<file path="config.mk">
export PLATFORM = sky130hd
export DESIGN_NAME = fetch_prefetch_unit
export DESIGN_NICKNAME = d
export VERILOG_FILES = /design/src/rtl/cpu_pkg.sv /design/src/rtl/fetch_queue.sv /design/src/rtl/fetch_prefetch_unit.sv
export SDC_FILE = /design/constraint.sdc
export NUM_CORES = 1
export LEC_CHECK = 0
export CORE_AREA = 4 4 223 225
export DETAILED_ROUTE_END_ITERATION = 10
export DIE_AREA = 0 0 227 229
export SLEW_MARGIN = 25
export SYNTH_ARGS = -nofsm -noshare
export SYNTH_HDL_FRONTEND = slang
export SYNTH_HIERARCHICAL = 1
export SYNTH_SLANG_ARGS = --single-unit
</file>
<file path="constraint.sdc">
create_clock -name clock -period 5.3 [get_ports clock]
set_input_delay 1.06 -clock clock [delete_from_list [all_inputs] [get_ports clock]]
set_output_delay 1.06 -clock clock [all_outputs]
set_load 0.005 [all_outputs]
</file>
<file path="src/rtl/cpu_pkg.sv">
// cpu_pkg: shared fetch-stage defaults and fetch state encoding
package cpu_pkg;
    localparam int DEF_ADDR_W = 32;
    localparam int DEF_DATA_W = 32;
    localparam logic [31:0] DEF_RESET_PC = 32'h0;
    typedef enum logic {RUN, DRAIN} fetch_state_t;
endpackage

</file>
<file path="src/rtl/fetch_queue.sv">
// fetch_queue: sync FIFO with flush whose head output holds its last value while empty
module fetch_queue #(
    parameter int W = 64,
    parameter int DEPTH = 4
) (
    input  logic                   clock,
    input  logic                   reset,
    input  logic                   flush,
    input  logic                   push,
    input  logic [W-1:0]           din,
    input  logic                   pop,
    output logic [W-1:0]           dout,
    output logic [$clog2(DEPTH):0] count
);
    localparam int AW = $clog2(DEPTH);
    localparam int CW = AW + 1;
    logic [W-1:0] mem [DEPTH];
    logic [W-1:0] held;
    logic [AW-1:0] rd_ptr, wr_ptr;
    logic do_pop;
    assign do_pop = pop && count != '0;
    assign dout = count != '0 ? mem[rd_ptr] : held;
    always_ff @(posedge clock or negedge reset)
        if (!reset) begin
            rd_ptr <= '0;
            wr_ptr <= '0;
            count <= '0;
            held <= '0;
        end else if (flush) begin
            rd_ptr <= '0;
            wr_ptr <= '0;
            count <= '0;
            held <= dout;
        end else begin
            held <= dout;
            if (push) wr_ptr <= wr_ptr + 1'b1;
            if (do_pop) rd_ptr <= rd_ptr + 1'b1;
            count <= count + CW'(push) - CW'(do_pop);
        end
    always_ff @(posedge clock)
        if (push && !flush) mem[wr_ptr] <= din;
endmodule

</file>
<file path="src/rtl/fetch_prefetch_unit.sv">
// fetch_prefetch_unit: PC request issue, in-order prefetch queue and redirect drain for the IF stage
module fetch_prefetch_unit
    import cpu_pkg::*;
#(
    parameter int ADDR_W = DEF_ADDR_W,
    parameter int DATA_W = DEF_DATA_W,
    parameter int DEPTH = 4,
    parameter logic [ADDR_W-1:0] RESET_PC = ADDR_W'(DEF_RESET_PC)
) (
    input  logic              clock,
    input  logic              reset,
    output logic              imem_req_valid,
    input  logic              imem_req_ready,
    output logic [ADDR_W-1:0] imem_req_addr,
    input  logic              imem_rsp_valid,
    input  logic [DATA_W-1:0] imem_rsp_data,
    input  logic              redirect,
    input  logic [ADDR_W-1:0] redirect_pc,
    input  logic              id_ready,
    output logic              id_valid,
    output logic [DATA_W-1:0] id_instr,
    output logic [ADDR_W-1:0] id_pc4,
    output logic [ADDR_W-1:0] pc_out
);
    localparam int CW = $clog2(DEPTH) + 1;
    fetch_state_t state, state_nxt;
    logic [ADDR_W-1:0] fetch_pc, tag_pc;
    logic [DATA_W+ADDR_W-1:0] head;
    logic [CW-1:0] count, outstanding, stale, stale_nxt;
    logic accept, enq, pop;
    assign imem_req_valid = reset && state == RUN && !redirect && count + outstanding < CW'(DEPTH);
    assign accept = imem_req_valid && imem_req_ready;
    assign enq = imem_rsp_valid && stale == '0 && !redirect;
    assign pop = id_valid && id_ready && !redirect;
    assign id_valid = count != '0;
    assign {id_instr, id_pc4} = head;
    assign imem_req_addr = fetch_pc;
    assign pc_out = fetch_pc;
    // tag FIFO occupancy is the outstanding-request count; it is never flushed so stale tags retire
    fetch_queue #(.W(ADDR_W), .DEPTH(DEPTH)) u_tag (
        .clock, .reset, .flush(1'b0), .push(accept), .din(fetch_pc),
        .pop(imem_rsp_valid), .dout(tag_pc), .count(outstanding)
    );
    fetch_queue #(.W(DATA_W + ADDR_W), .DEPTH(DEPTH)) u_queue (
        .clock, .reset, .flush(redirect), .push(enq), .din({imem_rsp_data, tag_pc + ADDR_W'(4)}),
        .pop, .dout(head), .count
    );
    always_comb begin
        stale_nxt = redirect ? outstanding - CW'(imem_rsp_valid) : stale - CW'(imem_rsp_valid && stale != '0);
        state_nxt = stale_nxt != '0 ? DRAIN : RUN;
    end
    always_ff @(posedge clock or negedge reset)
        if (!reset) begin
            state <= RUN;
            stale <= '0;
            fetch_pc <= RESET_PC;
        end else begin
            state <= state_nxt;
            stale <= stale_nxt;
            fetch_pc <= redirect ? redirect_pc : accept ? fetch_pc + ADDR_W'(4) : fetch_pc;
        end
endmodule
</file>
==> results of run 1 <==
[sequential cells by signal, summed over array words and instances, names as in the netlist]
register and count:
imem_req_addr 32, stale 3, state 1, u_queue/count 3
u_queue/held 64, u_queue/mem 256, u_queue/rd_ptr 2, u_queue/wr_ptr 2
u_tag/count 3, u_tag/held 32, u_tag/mem 128, u_tag/rd_ptr 2
u_tag/wr_ptr 2
[how the worst min path moves through the flow]
stage | to | startpoint
floorplan | u_tag/held[17]$_DFF_PN0_ | u_tag/held[17]$_DFF_PN0_
finish | u_tag/wr_ptr[0]$_DFFE_PN0P_ | reset
detailed placement | u_queue/held[42]$_DFF_PN0_ | u_queue/held[42]$_DFF_PN0_
CTS | u_tag/count[0]$_DFF_PN0_ | reset
global placement | u_queue/held[16]$_DFF_PN0_ | u_queue/held[16]$_DFF_PN0_
global route | state$_DFF_PN0_ | reset
[cell families after synthesis]
logic type / count (synthesis) / share of synthesized area (%)
xor+xnor: 44 / 1.94
simple gates: 171 / 4.47
fa+ha+maj: 21 / 1.31
flops: 530 / 71.4
buf+inv: 105 / 2.86
mux: 198 / 15.6
other cells: 1 / 0.0176
compound gates: 66 / 2.35
[cells in the final DEF, fill, tap and decap left out, types with 11 or more instances in the layout]
cell	n
sky130_fd_sc_hd__edfxtp_1	384
sky130_fd_sc_hd__clkdlybuf4s50_1	197
sky130_fd_sc_hd__dfrtp_1	142
sky130_fd_sc_hd__mux2_2	98
sky130_fd_sc_hd__mux4_2	92
sky130_fd_sc_hd__clkbuf_16	57
sky130_fd_sc_hd__nand2_1	35
sky130_fd_sc_hd__nor2_1	32
sky130_fd_sc_hd__inv_1	29
sky130_fd_sc_hd__nand3_1	27
sky130_fd_sc_hd__xor2_1	23
sky130_fd_sc_hd__xnor2_1	19
sky130_fd_sc_hd__ha_1	19
sky130_fd_sc_hd__nor3_1	17
sky130_fd_sc_hd__buf_4	16
sky130_fd_sc_hd__o21ai_0	14
sky130_fd_sc_hd__nand4_1	12
sky130_fd_sc_hd__clkinv_2	12
sky130_fd_sc_hd__o311ai_0	11
[stage by stage]
step                      util [%]  area, um2  instances  hold WS [ps]  total power [mW]
after detailed placement      49.8      23700       1892           481              8.34
after global placement        49.8      23700       1892           480              8.28
after floorplan                  -      21300       1136           470              7.12
after global routing          54.0      25700       1998           408              12.8
after CTS                     53.8      25600       1995           385              12.4
final                         54.0      25700       1998           404              12.2
[cell type report]
class / instances / area (um2) / area share (%)
clock buffer: 69 / 1520 / 5.93
clock inverter: 34 / 380 / 1.48
inverter: 30 / 113 / 0.439
multi-input combinational: 501 / 5480 / 21.4
sequential: 530 / 15200 / 59.2
tap: 615 / 769 / 3.00
timing repair buffer: 219 / 2200 / 8.59
[routing by layer]
layer	up-vias	track usage, %
li1	4847	-
met1	5649	23.7
met2	279	26.9
met3	58	3.52
met4	0	3.54
met5	-	0
[power breakdown]
group	switching [mW]	internal (mW)
sequential	0.260	5.22
combinational	1.32	1.45
clock	1.55	2.42
==> metrics.md, run 1 <==
| Metric | Value |
|---|---|
| Total congestion overflow | `0` |
| Number of fill cells | `3743` |
| Leak pwr | `about 8.9 nW` |
| Number of iterations in the first detailed-routing pass | `4` |
| Post-route setup TNS | `0 ps` |
| DRC violation count after routing | `0` |
| Max-slew headroom | `approximately a third` |
| Time the final worst path needs with I/O delays and setup | `4190 ps` |
| Crit Reg-Reg Startpoint | `u_tag/count[1]$_DFF_PN0_` |
| Synthesized net count | `1227` |
| Unrepaired setup endpoints after global routing | `false` |
| Highest metal layer with signal wires | `met4` |
| Number of buffers created by CTS | `55` |
| Setup bufs post-CTS | `0` |
| Crit path launch | `u_queue/rd_ptr[0]$_DFFE_PN0P_` |
| Worst setup path end | `id_instr[29]` |
| Critical path arrival | `about 3100 ps` |
| Worst IR drop on VDD | `roughly 0.00024 V` |
| Detail Route met3 WL | `around 2000 um` |
| Maximum clock path buffer count | `3` |
| Port-buffer cells | `199` |
| Peak fanout along the critical path | `33` |
| Kind of critical path | `reg -> out` |
| Largest net degree at the start of global routing | `66` |
| Slowest library cell on the worst path | `sky130_fd_sc_hd__dfrtp_4` |
| Family of cells with the greatest summed delay on the critical path | `flip-flops` |
| Leading cell types by total area after synthesis | `sky130_fd_sc_hd__edfxtp_1 54%, sky130_fd_sc_hd__dfrtp_1 17%, sky130_fd_sc_hd__mux4_2 9.7%` |
| Proportion of layout cells with a drive suffix above 1 | `a little under a quarter` |
| Cell with the most instances after synthesis | `sky130_fd_sc_hd__edfxtp_1` |
| Final Slew Violations | `0` |
| Area Overhead vs Synth | `20.7%` |
| Initial detailed-routing violation count | `~650` |
| Critical path's largest stage delay | `around 890 ps` |
| Final hold viol count | `0` |
| Category of the worst setup path launch point | `flip-flop` |
| Fmax achieved | `between 200 and 250 MHz` |
| Cells along the critical path | `buf_12 -> mux4_2 -> mux2_2 -> clkdlybuf4s50_1` |
| Number of max-cap violations | `0` |
| Number of enable flip-flop cells after synthesis | `384` |
| Endpoint of the worst register-to-register path | `u_tag/count[2]$_DFF_PN0_` |
| Clock root buffer master | `sky130_fd_sc_hd__clkbuf_16` |
| Number of synthesis warnings | `6` |
| Setup slack of the critical path after layout | `1110 ps` |
| CTS H-tree lvls | `2` |
| Flop2flop setup slack | `1690 ps` |
| Number of instances resized during post-cts repair | `0` |
| Routed via count divided by cell count | `5.42` |
| Logic depth of the worst setup path including buffers | `4` |
| Synth top area share | `54.3%` |
| Reg clk slew, reported paths | `60 ps` |
| Number of diodes added for antenna fixing | `0` |
| Count of pins on the block boundary | `200` |
| Most instantiated flip-flop cell in the synthesis netlist | `sky130_fd_sc_hd__edfxtp_1` |
| Flops & latches, synth | `between 500 and 600` |
| Class of the tightest hold or removal check | `in -> async` |
| Distinct cells, synth | `between 50 and 60` |
| Cell count after synthesis | `roughly 1100` |
| Routed wl met2 | `20500 um` |
| Die W | `227 um` |
| TritonCTS clock tree | `done` |
| Post-route fraction of the period consumed by the critical path | `between 70% and 80%` |
| Final number of setup-violating endpoints | `0` |
| Number of clock sinks | `530` |
| Actual slew at the worst max-slew pin | `approximately 1000 ps` |
| Part of the Yosys area used for sequential elements | `between 70% and 80%` |
| Wire length the detailed router placed on met1 | `19600 um` |
| Kind of capture point of the worst setup path | `primary output` |
| Y dimension of the die | `between 200 and 250 um` |
| Cell type with the largest total area after synthesis | `sky130_fd_sc_hd__edfxtp_1` |
| Final Routed Wirelength | `around 43000 um` |
| Number of antenna violations at the first check in global routing | `0` |
| Run status | `finished clean` |
| Effective utilization at floorplan | `between 40% and 50%` |
| Proportion of synthesized flip-flops having asynchronous set or reset | `between 20 and 30%` |
| Full die area | `between 50000 and 60000 um2` |
| Netlist area before placement | `roughly 21000 um2` |
| Syn Area/Cell | `roughly 19 um2` |
| Gr usage total | `~17%` |
| Floorplan Core Area | `about 48000 um2` |
| Routed Antenna Nets | `0` |
| Via count | `about 11000` |
| Clock skew after layout | `approximately 14 ps` |
| Clock insertion delay at the later pin of the skew report | `about 600 ps` |
| Sum of net half-perimeters after detailed placement | `about 26000 um` |
| Cells on worst reg2reg path | `13` |
| Data required time at the worst endpoint | `around 4200 ps` |
| Std-Cell Rows | `80` |
| Place WS | `1420 ps` |
| PD cells | `approximately 480 nW/um2` |
| Last weighted congestion value of the routability-driven placer | `0.795` |
| First-pass GRT wire length | `67100 um` |
| Worst path bufs/invs | `2` |
| Via count of the first global-routing pass | `approximately 12000` |
| Final net count | `around 1400` |
| Number of buffers inserted by hold repair at cts | `0` |
| Most numerous cell types in the synthesized netlist | `384 x sky130_fd_sc_hd__edfxtp_1, 146 x sky130_fd_sc_hd__dfrtp_1, 98 x sky130_fd_sc_hd__mux2_2, 92 x sky130_fd_sc_hd__mux4_2, 35 x sky130_fd_sc_hd__nand2_1` |
| Wire per inst | `21.4 um` |
Power figures use the tool's default switching activity.
==> run 2, diff against run 1 <==
Settings changed: PLACE_DENSITY from default to 0.67.
Clock period 5.3 ns to 3.7 ns, I/O delays scaled along.
==> metrics.md, run 2 (same netlist as run 1, synthesis figures left out) <==
| Metric | Value |
|---|---|
| Run status | `finished clean` |
| Number of fill cells | `3709 (-0.91%)` |
| Sequential fraction of design power | `44.4% (-0.5 points)` |
| Slowest library cell on the worst path | `sky130_fd_sc_hd__dfrtp_1` |
| Proportion of layout cells with a drive suffix above 1 | `24.5% (+0.78 points)` |
| Sum of net half-perimeters after detailed placement | `26900 um (+2.6%)` |
| Kind of capture point of the worst setup path | `primary output` |
| Total congestion overflow | `0 (unchanged)` |
| Final Routed Wirelength | `42400 um (-1.0%)` |
| Category of the worst setup path launch point | `flip-flop` |
| Hold slack final | `493 ps (+89.4 ps)` |
| Critical path's largest stage delay | `540 ps (-350 ps)` |
| Clock insertion delay at the later pin of the skew report | `610 ps (+20 ps)` |
| Final number of setup-violating endpoints | `0 (unchanged)` |
| Via count of the first global-routing pass | `11625 (+1.0%)` |
| Gr usage total | `16.6% (-0.064 points)` |
| Final hold viol count | `0 (unchanged)` |
| Std-Cell Rows | `80 (unchanged)` |
| Grt met3 use | `3.62% (+0.10 points)` |
| Top Usage Layer GRT | `met2` |
| Die W | `227 um (unchanged)` |
| Port-buffer cells | `199 (unchanged)` |
| Count of pins on the block boundary | `200 (unchanged)` |
| Routed Antenna Nets | `0 (unchanged)` |
| Number of clock sinks | `530 (unchanged)` |
| Commonest cells after routing, fill and taps aside | `384 x sky130_fd_sc_hd__edfxtp_1, 198 x sky130_fd_sc_hd__clkdlybuf4s50_1, 143 x sky130_fd_sc_hd__dfrtp_1` |
| Time the final worst path needs with I/O delays and setup | `roughly 3500 ps` |
| Cells along the critical path | `ha_1 -> a31oi_2 -> xnor2_4 -> and3_1 -> clkdlybuf4s50_1` |
| Maximum clock path buffer count | `3 (unchanged)` |
| Number of instances resized during post-cts repair | `0 (unchanged)` |
| Clock network power share | `32.3% (-0.2 points)` |
| Fmax achieved | `~280 MHz` |
| Overall Power | `17.5 mW (+44%)` |
| Post-route fraction of the period consumed by the critical path | `between 90% and 100%` |
| Met2 routing resource usage after global routing | `26.7% (-0.16 points)` |
| Number of diodes added for antenna fixing | `0 (unchanged)` |
| Actual slew at the worst max-slew pin | `871 ps (-148 ps)` |
| Class of the tightest hold or removal check | `reg -> reg` |
| Unrepaired setup endpoints after global routing | `false` |
| CTS H-tree lvls | `2 (unchanged)` |
| Kind of critical path | `reg -> out` |
| Last weighted congestion value of the routability-driven placer | `0.773 (-2.8%)` |
| Worst IR drop on VDD | `0.000336 V (+41%)` |
| Final net count | `1449 (+1.5%)` |
| Part of the total power dissipated in combinational logic | `23.2% (+0.6 points)` |
| Worst path bufs/invs | `1 (-1)` |
| Largest register FFs | `256 (unchanged)` |
| Via count | `10852 (+0.18%)` |
| Peak fanout along the critical path | `7 (-79%)` |
| Area Overhead vs Synth | `22.0%` |
| Full die area | `52000 um2 (unchanged)` |
| Leak pwr | `9.04 nW (+1.6%)` |
| Family of cells with the greatest summed delay on the critical path | `flip-flops` |
| Most common library cell in the layout ignoring fill and taps | `sky130_fd_sc_hd__edfxtp_1` |
| Clock skew after layout | `27.5 ps (+13.9 ps)` |
| GR Util met1 | `23.5% (-0.18 points)` |
| Post-route setup TNS | `0 ps (unchanged)` |
| Y dimension of the die | `229 um (unchanged)` |
| Number of antenna violations at the first check in global routing | `1 (+1)` |
| Data required time at the worst endpoint | `2960 ps (-1280 ps)` |
| Number of max-cap violations | `0 (unchanged)` |
| Internal | `13.0 mW (+43%)` |
| Effective utilization at floorplan | `44.7% (unchanged)` |
| DRC violation count after routing | `0 (unchanged)` |
| Final Slew Violations | `0 (unchanged)` |
| TritonCTS clock tree | `done` |
| Biggest register | `u_queue/mem` |
| Largest net degree at the start of global routing | `65 (-1.5%)` |
| Max-slew headroom | `41.9% (+9.9 points)` |
| First-pass GRT wire length | `67100 um (about the same)` |
| Sw frac | `25.7% (+0.12 points)` |
| Clock root buffer master | `sky130_fd_sc_hd__clkbuf_16` |
| Top flop regs | `u_queue/mem (256), u_tag/mem (128), u_queue/held (64)` |
| Reg clk slew, reported paths | `60 ps (about the same)` |
| Critical path arrival | `2780 ps (-350 ps)` |
| Wire per inst | `21.0 um (-2.1%)` |
| Post-route core utilization | `54.5% (+0.57 points)` |
| Initial detailed-routing violation count | `640 (-1.1%)` |
| PD cells | `676 nW/um2 (+42%)` |
| Routed via count divided by cell count | `5.37 (-0.87%)` |
| Floorplan Core Area | `47500 um2 (unchanged)` |
| Net switching component of the power | `4.51 mW (+44%)` |
| Number of buffers created by CTS | `54 (-1.8%)` |
| Number of iterations in the first detailed-routing pass | `4 (unchanged)` |
## run 2: cell types whose count changed in the layout (fill, tap and decap cells not counted), sizes merged
cell,before,now
clkinv,20,15
dlygate4sd3,0,1
clkbuf,69,73
inv,30,32
clkdlybuf4s50,197,198
clkinvlp,6,4
buf,22,42
## run 2: per-stage QoR
stage / setup WS [ps] / cell area (um2) / instances
global placement: 584 / 24000 / 1915
CTS: 118 / 25900 / 2019
global route: 23.0 / 25900 / 2019
detailed placement: 513 / 24000 / 1916
floorplan: 638 / 21300 / 1136
finish: 177 / 25900 / 2019
## run 2: area by class of cell
type                            instances  area (um2)  share of cell area, %
Clock buffer                           73        1500                   5.80
Multi-Input combinational cell        501        5480                   21.1
Sequential cell                       530       15200                   58.6
Timing Repair Buffer                  241        2480                   9.57
Inverter                               30         113                  0.434
Tap cell                              615         769                   2.97
Clock inverter                         29         394                   1.52
## run 2: final timing paths
check,startpoint,to,slack [ps],depth (start not counted)
min in group asynchronous,reset,imem_req_addr[29]$_DFFE_PN0P_,560,2
hold reg to reg,u_queue/held[11]$_DFF_PN0_,u_queue/held[11]$_DFF_PN0_,490,1
setup reg to reg,u_tag/count[2]$_DFF_PN0_,u_queue/mem[2][28]$_DFFE_PP_,700,9
hold / removal,u_queue/held[11]$_DFF_PN0_,u_queue/held[11]$_DFF_PN0_,490,1
max in group asynchronous,reset,u_tag/rd_ptr[0]$_DFFE_PN0P_,1310,5
setup / recovery,u_tag/count[1]$_DFF_PN0_,imem_req_valid,180,5
## run 2: power by group through the flow
stage	logic [mW]	registers (mW)	clock network, mW
3_3_place_gp	4.03	7.88	0
2_1_floorplan	2.43	7.77	0
4_1_cts	4.16	7.80	5.85
3_5_place_dp	4.13	7.91	0
6_report	4.08	7.79	5.67
5_1_grt	4.47	7.86	6.11
## run 2: per-layer routing
metal,up-vias,routed length [um],share of wire (%)
li1,4891,-,-
met1,5579,18700,44
met2,325,20700,49
met3,55,2380,5.6
met4,2,663,1.6
met5,-,13,0.031
## run 2: what timing repair did
| item | CTS | global route |
|---|---|---|
| hold buffers | 1 | 0 |
| endpoints found under the hold margin | 16 | 0 |
| buffers inserted | 0 | 0 |
==> run 3, diff against run 2 <==
Settings changed: CORE_AREA 4 4 223 225 to 4 4 252 254, DIE_AREA 0 0 227 229 to 0 0 256 258, PLACE_DENSITY 0.67 to default.
==> metrics.md, run 3 (same netlist as run 1, synthesis figures left out) <==
| Metric | Value |
|---|---|
| Class of the tightest hold or removal check | `reg -> reg` |
| Leak pwr | `9.09 nW (+0.50%)` |
| First-pass GRT wire length | `71400 um (+6.3%)` |
| Part of the total power dissipated in combinational logic | `23.3% (about the same)` |
| Run status | `finished clean` |
| Sw frac | `26.0% (+0.27 points)` |
| Reg clk slew, reported paths | `60 ps (about the same)` |
| Unrepaired setup endpoints after global routing | `false` |
| Total congestion overflow | `0 (unchanged)` |
| Routed via count divided by cell count | `4.96 (-7.7%)` |
| Proportion of layout cells with a drive suffix above 1 | `24.4% (-0.070 points)` |
| Kind of capture point of the worst setup path | `primary output` |
| Time the final worst path needs with I/O delays and setup | `3550 ps (+25.8 ps)` |
| Initial detailed-routing violation count | `533 (-17%)` |
| Via count of the first global-routing pass | `11774 (+1.3%)` |
| Post-route setup TNS | `0 ps (unchanged)` |
| Crit Reg-Reg Startpoint | `u_tag/count[2]$_DFF_PN0_` |
| Sequential fraction of design power | `44.1% (-0.3 points)` |
| Critical path arrival | `2810 ps (+30 ps)` |
| Die W | `256 um (+13%)` |
| Net switching component of the power | `4.61 mW (+2.1%)` |
| Cells along the critical path | `nor3_4 -> buf_12 -> mux2_2 -> clkdlybuf4s50_1` |
| DRC violation count after routing | `0 (unchanged)` |
| Fmax achieved | `282 MHz (-0.73%)` |
| Place WS | `347 ps (-166 ps)` |
| Full die area | `66000 um2 (+27%)` |
| TritonCTS clock tree | `done` |
| Largest register FFs | `256 (unchanged)` |
| Most common library cell in the layout ignoring fill and taps | `sky130_fd_sc_hd__edfxtp_1` |
| Peak fanout along the critical path | `24 (+17)` |
| Cells on worst reg2reg path | `9 (unchanged)` |
| Clock root buffer master | `sky130_fd_sc_hd__clkbuf_16` |
| Top flop regs | `u_queue/mem (256), u_tag/mem (128), u_queue/held (64)` |
| Port-buffer cells | `199 (unchanged)` |
| Number of clock sinks | `530 (unchanged)` |
| Sum of net half-perimeters after detailed placement | `28700 um (+6.4%)` |
| CTS H-tree lvls | `2 (unchanged)` |
| Max-slew headroom | `43.7% (+1.8 points)` |
| Via count | `10907 (+0.51%)` |
| Routed Antenna Nets | `0 (unchanged)` |
| Number of diodes added for antenna fixing | `0 (unchanged)` |
| Effective utilization at floorplan | `34.7% (-10 points)` |
| Area Overhead vs Synth | `23.3%` |
| Category of the worst setup path launch point | `flip-flop` |
| PD cells | `676 nW/um2 (-0.11%)` |
| Number of antenna violations at the first check in global routing | `1 (unchanged)` |
| Gr usage total | `13.9% (-2.7 points)` |
| Number of iterations in the first detailed-routing pass | `5 (+1)` |
| Worst IR drop on VDD | `0.000313 V (-7.1%)` |
| Flop2flop setup slack | `370 ps (-330 ps)` |
| Biggest register | `u_queue/mem` |
| Count of pins on the block boundary | `200 (unchanged)` |
| Critical path's largest stage delay | `550 ps (about the same)` |
| Data required time at the worst endpoint | `2960 ps (about the same)` |
| Number of buffers created by CTS | `56 (+3.7%)` |
| Number of max-cap violations | `0 (unchanged)` |
| Kind of critical path | `reg -> out` |
| Maximum clock path buffer count | `3 (unchanged)` |
| Floorplan Core Area | `61300 um2 (+29%)` |
| Final hold viol count | `0 (unchanged)` |
| Clock skew after layout | `16.0 ps (-11.4 ps)` |
| Number of instances resized during post-cts repair | `0 (unchanged)` |
| Post-route core utilization | `42.8% (-12 points)` |
| Cell depth of the worst hold path | `1 (unchanged)` |
| Commonest cells after routing, fill and taps aside | `384 x sky130_fd_sc_hd__edfxtp_1, 197 x sky130_fd_sc_hd__clkdlybuf4s50_1, 143 x sky130_fd_sc_hd__dfrtp_1` |
| Final Routed Wirelength | `45800 um (+8.0%)` |
| Startpoint of the most critical hold path | `u_queue/held[4]$_DFF_PN0_` |
| Largest net degree at the start of global routing | `132 (+100%)` |
| Wire per inst | `20.8 um (-0.81%)` |
| Final number of setup-violating endpoints | `0 (unchanged)` |
| Crit path launch | `u_queue/count[2]$_DFF_PN0_` |
| Slowest library cell on the worst path | `sky130_fd_sc_hd__clkdlybuf4s50_1` |
| Std-Cell Rows | `91 (+14%)` |
| Actual slew at the worst max-slew pin | `844 ps (-27.2 ps)` |
| Y dimension of the die | `258 um (+13%)` |
| Internal | `13.1 mW (+0.62%)` |
| Setup slack of the critical path after layout | `151 ps (-25.8 ps)` |
| Last weighted congestion value of the routability-driven placer | `0.772 (-0.17%)` |
| Final net count | `1451 (+0.14%)` |
| Post-route fraction of the period consumed by the critical path | `95.9% (+0.70 points)` |
| Final Slew Violations | `0 (unchanged)` |
| Clock insertion delay at the later pin of the skew report | `600 ps (about the same)` |
| Clock network power share | `32.6% (+0.3 points)` |
| Number of fill cells | `5441 (+47%)` |
run 3: per-layer routing:
| metal | vias up | track usage (%) | part of all wire (%) |
|---|---|---|---|
| met3 | 63 | 2.66 | 4.1 |
| met4 | 2 | 4.19 | 2.2 |
| met1 | 5673 | 18.8 | 45 |
| li1 | 4895 | - | - |
| met2 | 274 | 22.9 | 48 |
| met5 | - | 0 | 0.028 |
run 3: final timing paths:
check	endpoint
worst max-delay path	id_pc4[20]
worst min-delay path	u_queue/held[4]$_DFF_PN0_
worst max register to register	u_queue/mem[0][24]$_DFFE_PP_
worst min register to register	u_queue/held[4]$_DFF_PN0_
max in group asynchronous	u_queue/rd_ptr[0]$_DFFE_PN0P_
min in group asynchronous	imem_req_addr[12]$_DFFE_PN0P_
run 3: metrics by stage:
stage               std cells  hold WS [ps]  instance area, um2  total power [mW]
floorplan                1136           444               21300              10.2
global placement         2085           479               24200              12.0
detailed placement       2085           483               24200              12.1
CTS                      2193           481               26200              18.0
global route             2198           507               26200              18.6
finish                   2198           497               26200              17.7
run 3: final cells by class:
class                           instances  area, um2  share of cell area [%]
Clock buffer                           77       1570                    6.00
Timing Repair Buffer                  241       2520                    9.61
Clock inverter                         29        352                    1.34
Sequential cell                       530      15200                    58.0
Inverter                               30        113                   0.430
Multi-Input combinational cell        501       5480                    20.9
Tap cell                              790        988                    3.77
run 3: repair_timing:
| item | 4_1_cts | 5_1_grt |
|---|---|---|
| buffers inserted | 1 | 5 |
| endpoints found under the setup margin | 44 | 26 |
| hold endpoints to repair | 15 | 0 |
| hold buffers | 1 | 0 |
run 3: power by group through the flow:
stage                     combinational (mW)  sequential, mW  clock (mW)
after floorplan                         2.43            7.77           0
after CTS                               4.21            7.82        5.97
after detailed placement                4.18            7.93           0
final                                   4.13            7.81        5.78
after global routing                    4.52            7.88        6.23
after global placement                  4.11            7.91           0
run 3: worst max-delay path, delay by kind of cell (launching register included):
kind | cells | cell delay (ps)
buf+inv | 2 | 820
simple gates | 1 | 530
flops | 1 | 490
mux | 1 | 370
